==> config.mk <==
export PLATFORM = sky130hd
export DESIGN_NAME = mem_access_unit
export DESIGN_NICKNAME = d
export VERILOG_FILES = /design/src/rtl/mem_access_unit_pkg.sv /design/src/rtl/mem_load_extend.sv /design/src/rtl/mem_access_unit.sv
export SDC_FILE = /design/constraint.sdc
export NUM_CORES = 1
export LEC_CHECK = 0
export ABC_CLOCK_PERIOD_IN_PS = 2450
export CAP_MARGIN = 20
export CORE_MARGIN = 5
export CORE_UTILIZATION = 43
export DETAILED_ROUTE_END_ITERATION = 12
export HOLD_SLACK_MARGIN = 0.05
export PLACE_DENSITY = 0.87
export SLEW_MARGIN = 25
export SYNTH_ARGS = -nofsm -noshare
export SYNTH_HDL_FRONTEND = slang
export SYNTH_HIERARCHICAL = 1
export SYNTH_SLANG_ARGS = --single-unit
==> constraint.sdc <==
create_clock -name clk -period 2.45 [get_ports clk]
set_input_delay 0.6125 -clock clk [delete_from_list [all_inputs] [get_ports clk]]
set_output_delay 0.6125 -clock clk [all_outputs]
set_load 0.01 [all_outputs]
==> src/rtl/mem_access_unit_pkg.sv <==
// Shared widths, size codes, memory response codes and FSM state type for
// the memory access unit and its load-extension helper.
package mem_access_unit_pkg;

  // Bus geometry
  localparam int ADDR_W      = 32;
  localparam int WORD_W      = 32;
  localparam int MEM_COUNT_W = 2;
  localparam int MEM_CODE_W  = 3;

  // Access size codes
  localparam logic [MEM_COUNT_W-1:0] MEM_COUNT_NONE = 2'd0;
  localparam logic [MEM_COUNT_W-1:0] MEM_COUNT_BYTE = 2'd1;
  localparam logic [MEM_COUNT_W-1:0] MEM_COUNT_HALF = 2'd2;
  localparam logic [MEM_COUNT_W-1:0] MEM_COUNT_WORD = 2'd3;

  // Peripheral response codes; INVALID doubles as "no response this cycle".
  // TIMEOUT is generated locally and never comes from the peripheral.
  localparam logic [MEM_CODE_W-1:0] MEM_CODE_INVALID       = 3'd0;
  localparam logic [MEM_CODE_W-1:0] MEM_CODE_READ          = 3'd1;
  localparam logic [MEM_CODE_W-1:0] MEM_CODE_WRITE         = 3'd2;
  localparam logic [MEM_CODE_W-1:0] MEM_CODE_MISALIGNED    = 3'd3;
  localparam logic [MEM_CODE_W-1:0] MEM_CODE_OUT_OF_BOUNDS = 3'd4;
  localparam logic [MEM_CODE_W-1:0] MEM_CODE_TIMEOUT       = 3'd5;

  typedef enum logic [1:0] {
    ST_IDLE = 2'd0,
    ST_REQ  = 2'd1,
    ST_WAIT = 2'd2,
    ST_RESP = 2'd3
  } mau_state_e;

endpackage

==> src/rtl/mem_load_extend.sv <==
// Combinational load-data extension: keeps the low byte/half/word of the
// right-aligned peripheral data and fills the upper bits with zeros or the
// sign bit of the accessed quantity.
module mem_load_extend
  import mem_access_unit_pkg::*;
(
  input  logic [MEM_COUNT_W-1:0] count,
  input  logic                   sign_ext,
  input  logic [WORD_W-1:0]      rd_data,
  output logic [WORD_W-1:0]      data
);

  // Select the accessed width and extend it to a full word
  always_comb begin
    data = {WORD_W{1'b0}};
    case (count)
      MEM_COUNT_BYTE: data = {{(WORD_W-8){sign_ext & rd_data[7]}}, rd_data[7:0]};
      MEM_COUNT_HALF: data = {{(WORD_W-16){sign_ext & rd_data[15]}}, rd_data[15:0]};
      MEM_COUNT_WORD: data = rd_data;
      default:        data = {WORD_W{1'b0}};
    endcase
  end

endmodule

==> src/rtl/mem_access_unit.sv <==
// Memory access unit: accepts one load/store op at a time, issues a single
// one-cycle request to a memory-mapped peripheral, waits for its registered
// response and returns the extended load data plus the final memory code.
// Optional feature macro: MEM_TIMEOUT_EN (abort WAIT after TIMEOUT_CYCLES).
module mem_access_unit
  import mem_access_unit_pkg::*;
#(
  parameter int TIMEOUT_CYCLES = 16
) (
  input  logic                   clk,
  input  logic                   aresetn,
  input  logic                   i_op_valid,
  output logic                   o_op_ready,
  input  logic [ADDR_W-1:0]      i_op_addr,
  input  logic [WORD_W-1:0]      i_op_wr_data,
  input  logic                   i_op_wr_en,
  input  logic [MEM_COUNT_W-1:0] i_op_count,
  input  logic                   i_op_signed,
  output logic                   o_res_valid,
  input  logic                   i_res_ready,
  output logic [WORD_W-1:0]      o_res_data,
  output logic [MEM_CODE_W-1:0]  o_res_code,
  output logic [ADDR_W-1:0]      o_req_addr,
  output logic [WORD_W-1:0]      o_req_wr_data,
  output logic                   o_req_wr_en,
  output logic [MEM_COUNT_W-1:0] o_req_count,
  input  logic [WORD_W-1:0]      i_res_rd_data,
  input  logic [MEM_CODE_W-1:0]  i_res_code
);

  mau_state_e             state_r;
  mau_state_e             state_next_s;
  logic                   accept_s;
  logic                   capture_s;
  logic                   timeout_s;
  logic                   timeout_hit_s;
  logic [MEM_COUNT_W-1:0] op_count_r;
  logic                   op_signed_r;
  logic [WORD_W-1:0]      ext_data_s;

  mem_load_extend u_load_extend (
    .count    (op_count_r),
    .sign_ext (op_signed_r),
    .rd_data  (i_res_rd_data),
    .data     (ext_data_s)
  );

`ifdef MEM_TIMEOUT_EN
  localparam int CNT_W = (TIMEOUT_CYCLES > 1) ? $clog2(TIMEOUT_CYCLES) : 1;
  logic [CNT_W-1:0] wait_cnt_r;

  assign timeout_hit_s = (wait_cnt_r == CNT_W'(TIMEOUT_CYCLES - 1));

  // WAIT-cycle counter: cleared in REQ so it starts at zero on entry to WAIT
  always_ff @(posedge clk or negedge aresetn) begin
    if (!aresetn) begin
      wait_cnt_r <= {CNT_W{1'b0}};
    end else if (state_r == ST_REQ) begin
      wait_cnt_r <= {CNT_W{1'b0}};
    end else if (state_r == ST_WAIT) begin
      wait_cnt_r <= wait_cnt_r + CNT_W'(1);
    end else begin
      wait_cnt_r <= wait_cnt_r;
    end
  end
`else
  // Without the timeout feature WAIT never expires
  logic [31:0] unused_timeout_s;
  assign unused_timeout_s = 32'(TIMEOUT_CYCLES);
  assign timeout_hit_s    = 1'b0;
`endif

  // State register
  always_ff @(posedge clk or negedge aresetn) begin
    if (!aresetn) begin
      state_r <= ST_IDLE;
    end else begin
      state_r <= state_next_s;
    end
  end

  // Next-state logic and one-cycle event strobes for the output registers
  always_comb begin
    state_next_s = state_r;
    accept_s     = 1'b0;
    capture_s    = 1'b0;
    timeout_s    = 1'b0;
    case (state_r)
      ST_IDLE: begin
        if (i_op_valid && o_op_ready) begin
          accept_s     = 1'b1;
          state_next_s = (i_op_count == MEM_COUNT_NONE) ? ST_RESP : ST_REQ;
        end else begin
          state_next_s = ST_IDLE;
        end
      end
      ST_REQ: begin
        state_next_s = ST_WAIT;
      end
      ST_WAIT: begin
        if (i_res_code != MEM_CODE_INVALID) begin
          capture_s    = 1'b1;
          state_next_s = ST_RESP;
        end else if (timeout_hit_s) begin
          timeout_s    = 1'b1;
          state_next_s = ST_RESP;
        end else begin
          state_next_s = ST_WAIT;
        end
      end
      ST_RESP: begin
        if (i_res_ready) begin
          state_next_s = ST_IDLE;
        end else begin
          state_next_s = ST_RESP;
        end
      end
      default: begin
        state_next_s = ST_IDLE;
      end
    endcase
  end

  // Registered outputs: ready, one-cycle downstream request, op latches, result
  always_ff @(posedge clk or negedge aresetn) begin
    if (!aresetn) begin
      o_op_ready    <= 1'b0;
      o_req_addr    <= {ADDR_W{1'b0}};
      o_req_wr_data <= {WORD_W{1'b0}};
      o_req_wr_en   <= 1'b0;
      o_req_count   <= MEM_COUNT_NONE;
      op_count_r    <= MEM_COUNT_NONE;
      op_signed_r   <= 1'b0;
      o_res_valid   <= 1'b0;
      o_res_data    <= {WORD_W{1'b0}};
      o_res_code    <= MEM_CODE_INVALID;
    end else begin
      o_op_ready <= (state_next_s == ST_IDLE);

      // The request is only ever presented during the single REQ cycle
      if (accept_s && (i_op_count != MEM_COUNT_NONE)) begin
        o_req_addr    <= i_op_addr;
        o_req_wr_data <= i_op_wr_data;
        o_req_wr_en   <= i_op_wr_en;
        o_req_count   <= i_op_count;
      end else begin
        o_req_addr    <= {ADDR_W{1'b0}};
        o_req_wr_data <= {WORD_W{1'b0}};
        o_req_wr_en   <= 1'b0;
        o_req_count   <= MEM_COUNT_NONE;
      end

      if (accept_s) begin
        op_count_r  <= i_op_count;
        op_signed_r <= i_op_signed;
      end else begin
        op_count_r  <= op_count_r;
        op_signed_r <= op_signed_r;
      end

      if (accept_s && (i_op_count == MEM_COUNT_NONE)) begin
        o_res_valid <= 1'b1;
        o_res_data  <= {WORD_W{1'b0}};
        o_res_code  <= MEM_CODE_INVALID;
      end else if (capture_s) begin
        o_res_valid <= 1'b1;
        o_res_data  <= (i_res_code == MEM_CODE_READ) ? ext_data_s : {WORD_W{1'b0}};
        o_res_code  <= i_res_code;
      end else if (timeout_s) begin
        o_res_valid <= 1'b1;
        o_res_data  <= {WORD_W{1'b0}};
        o_res_code  <= MEM_CODE_TIMEOUT;
      end else if ((state_r == ST_RESP) && i_res_ready) begin
        o_res_valid <= 1'b0;
        o_res_data  <= {WORD_W{1'b0}};
        o_res_code  <= MEM_CODE_INVALID;
      end else begin
        o_res_valid <= o_res_valid;
        o_res_data  <= o_res_data;
        o_res_code  <= o_res_code;
      end
    end
  end

endmodule

==> impl_table.tex <==
\begin{tabular}{lr}
\hline
Metric & Value \\
\hline
\multicolumn{2}{l}{\textbf{Detailed routing}} \\
DRT Pass-1 Iters & 4 \\
Average wire length per cell after detail routing & 17.7 um \\
Vias post-DR & 3,014 \\
Total detailed-routing wirelength & 11.1 mm \\
Via density per instance & 4.78 \\
Remaining design rule violation count & 0 \\
DRT iter0 DRCs & 77 \\
DRT antenna net count & 0 \\
\multicolumn{2}{l}{\textbf{Timing}} \\
Post-route clock period utilization & 0.786 \\
Sum Neg Setup Slack & 0 ns \\
Number of endpoints failing setup at the final stage & 0 \\
Minimum clock period after layout & 1.93 ns \\
Max-slew violations & 0 \\
Slew at the pin closest to its max-slew limit & 0.871 ns \\
Worst clock skew & 0.0122 ns \\
Worst hold slack & 0.200 ns \\
Setup repair after global routing missed its margin & false \\
Hold violation count in the final report & 0 \\
Worst-case headroom to the max-slew limit & 0.419 \\
Max Fclk & 519 MHz \\
\multicolumn{2}{l}{\textbf{Die}} \\
Total Die Area & 11,500 um\^{}2 \\
Count of standard-cell rows & 35 \\
Die X & 107 um \\
Die Ht & 107 um \\
Starting density of the core & 0.441 \\
Number of top-level pins & 211 \\
Core Area & 9240 um\^{}2 \\
\multicolumn{2}{l}{\textbf{Final layout}} \\
Number of nets at the end of the flow & 604 \\
Post-route design area & 6480 um\^{}2 \\
Final cell count without fillers & 631 \\
Fraction of final layout cells sized beyond drive strength 1 & 0.0777 \\
Area overhead of the layout relative to synthesis & 59.0\% \\
Antenna cells & 0 \\
\multicolumn{2}{l}{\textbf{Worst setup path}} \\
Setup crit start kind & flip-flop \\
CP cell instances & clkdlybuf4s50\_1 \\
Largest stage delay, worst path & 0.59 ns \\
Flop2flop setup slack & 0.58 ns \\
Worst flop-to-flop path endpoint & o\_res\_data[17]\$\_DFFE\_PN0P\_ \\
Cell with the largest stage delay on the worst path & sky130\_fd\_sc\_hd\_\_clkdlybuf4s50\_1 \\
Origin of the critical flop-to-flop path & op\_count\_r[1]\$\_DFFE\_PN0N\_ \\
Critical path endpoint category & primary output \\
Depth of the most critical reg-to-reg path & 3 \\
Arrival time of data at the critical path endpoint & 1.31 ns \\
Count of buffer and inverter cells on the critical path & 1 \\
Cell family with most CP delay & buffers and inverters \\
Worst Path Max Fanout & 2 \\
Required time of the critical path & 1.84 ns \\
Setup Crit Path Kind & reg2out \\
\multicolumn{2}{l}{\textbf{GRT}} \\
Total routing usage reported by global routing & 0.195 \\
Global-route wire length before repair & 17.2 mm \\
Grt total ovfl & 0 \\
Maximum number of pins on one net before global-route repair & 61 \\
Number of antenna violations at the first check in global routing & 0 \\
Number of global-route vias before repair & 3,235 \\
\multicolumn{2}{l}{\textbf{Synth}} \\
Total nets after synthesis & 400 \\
Post-synth EDFFs & 0 \\
Ys flop type & sky130\_fd\_sc\_hd\_\_dfrtp\_1 \\
Post-Syn Instances & 293 \\
Library cells used by synthesis & 26 \\
Warnings from Yosys & 6 \\
Synthesized cell area & 4070 um\^{}2 \\
Mean instance size in the synthesized netlist & 13.9 um\^{}2 \\
Sequential fraction of the synthesis area & 0.670 \\
Share of flip-flops with an asynchronous set or reset after synthesis & 1.00 \\
Flip-flop and latch count after synthesis & 109 \\
\multicolumn{2}{l}{\textbf{Power}} \\
Total Power Consumption & 4.59 mW \\
Worst VDD drop & 0.457 mV \\
Leakage power total & 3.05 nW \\
Power density cells & 708 nW/um\^{}2 \\
\multicolumn{2}{l}{\textbf{Job}} \\
Max-cap violation count & 0 \\
\multicolumn{2}{l}{\textbf{Run status}} \\
Result of the run & complete, no violations \\
\multicolumn{2}{l}{\textbf{Placement}} \\
I/O Buffers & 210 \\
Placed Area & 6260 um\^{}2 \\
Routability cong. & 0.785 \\
Instance count after placement with tap cells included & 615 \\
Detailed Place HPWL & 8.47 mm \\
\multicolumn{2}{l}{\textbf{Clocking}} \\
Clk Tree Root Cell & sky130\_fd\_sc\_hd\_\_clkbuf\_8 \\
Clock tree from TritonCTS & done \\
Clock transition at path regs & 0.10 ns \\
Total clock buffers created by CTS & 9 \\
Maximum root-to-sink buffer count & 2 \\
\# H-tree levels & 3 \\
Clock tree sinks & 109 \\
Post-CTS setup buffer count & 0 \\
Number of cells upsized or downsized after cts & 0 \\
CTS Hold Buffers Added & 0 \\
Later-pin clock latency in the skew report & 0.36 ns \\
\multicolumn{2}{l}{\textbf{Hold path}} \\
HP Class & in2async \\
\hline
\end{tabular}
## cell families after synthesis
logic type | Yosys count | share of synthesized area
DFF | 109 | 0.670
and+or+nand+nor | 95 | 0.146
AOI/OAI and AO/OA | 62 | 0.137
buffers and inverters | 24 | 0.0390
muxes | 3 | 0.00829
## synth_stat cells, drive strengths merged (2+ instances only)
cell | count | share of area
dfrtp | 109 | 0.67
and2 | 68 | 0.10
a22o | 35 | 0.075
a211o | 16 | 0.036
buf | 12 | 0.028
clkbuf | 11 | 0.010
nor2b | 9 | 0.014
a21o | 8 | 0.017
nand2 | 5 | 0.0046
mux2 | 3 | 0.0083
nor2 | 3 | 0.0028
and2b | 2 | 0.0037
and3 | 2 | 0.0031
and4b | 2 | 0.0049
nand3 | 2 | 0.0025
## sequential cells by signal, summed over array words and instances, names as in the netlist
name and count:
o_op_ready 1, o_req_addr 32, o_req_count 2, o_req_wr_data 32, o_req_wr_en 1, o_res_code 3, o_res_data 32, o_res_valid 1
op_count_r 2, op_signed_r 1, state_r 2
## layer usage
layer / wire [um] / vias to the layer above / global-route usage / share of wire
li1: - / 1403 / - / -
met1: 4050 / 1451 / 0.214 / 0.36
met2: 5600 / 146 / 0.336 / 0.50
met3: 1290 / 14 / 0.0966 / 0.12
met4: 198 / 0 / 0.0532 / 0.018
met5: 0 / - / 0 / 0
## cell usage in the layout, fill, tap and decap left out, drive strengths merged
cell type,synthesis,routed
clkdlybuf4s50,0,209
and3,2,2
a21o,8,8
buf,12,7
a31oi,1,1
and4bb,1,1
mux2,3,3
inv,1,2
a22o,35,35
and2b,2,2
nor2b,9,9
and4b,2,2
clkinvlp,0,2
and2,68,68
o21ai,1,1
bufinv,0,2
nor2,3,3
or3,1,1
nand3,2,2
dfrtp,109,109
a211o,16,16
clkbuf,11,11
nand2,5,5
a221oi,1,1
## per-stage QoR
| stage | setup WS, ns | util |
|---|---|---|
| after CTS | 0.494 | 0.701 |
| final | 0.523 | 0.701 |
| after floorplan | 0.657 | - |
| after global routing | 0.451 | 0.701 |
| after detailed placement | 0.164 | 0.678 |
| after global placement | 0.222 | 0.678 |
## worst max-delay path by stage
stage	start	to	slack, ns	cells after the start
floorplan	i_res_code[0]	o_res_data[10]$_DFFE_PN0P_	0.66	4
global placement	i_res_code[0]	o_res_data[24]$_DFFE_PN0P_	0.22	5
detailed placement	i_res_code[0]	o_res_data[10]$_DFFE_PN0P_	0.16	5
CTS	o_res_data[6]$_DFFE_PN0P_	o_res_data[6]	0.49	1
global route	o_res_data[6]$_DFFE_PN0P_	o_res_data[6]	0.45	1
finish	o_res_data[2]$_DFFE_PN0P_	o_res_data[2]	0.52	1
## area by class of cell
class / instances / area [um^2]
fillers: 656 / 2760
flip-flops and latches: 109 / 2730
repair buffers: 216 / 2180
multi-input cells: 160 / 1190
well taps: 129 / 161
clock buffers: 11 / 131
clock inverters: 5 / 83.8
inverters: 1 / 3.75
## power breakdown
part | internal, mW | switching [mW]
Sequential | 1.97 | 0.133
Combinational | 0.733 | 0.579
Clock | 0.581 | 0.589
Total | 3.28 | 1.30
Note: power is estimated with default switching activity, not from simulation.
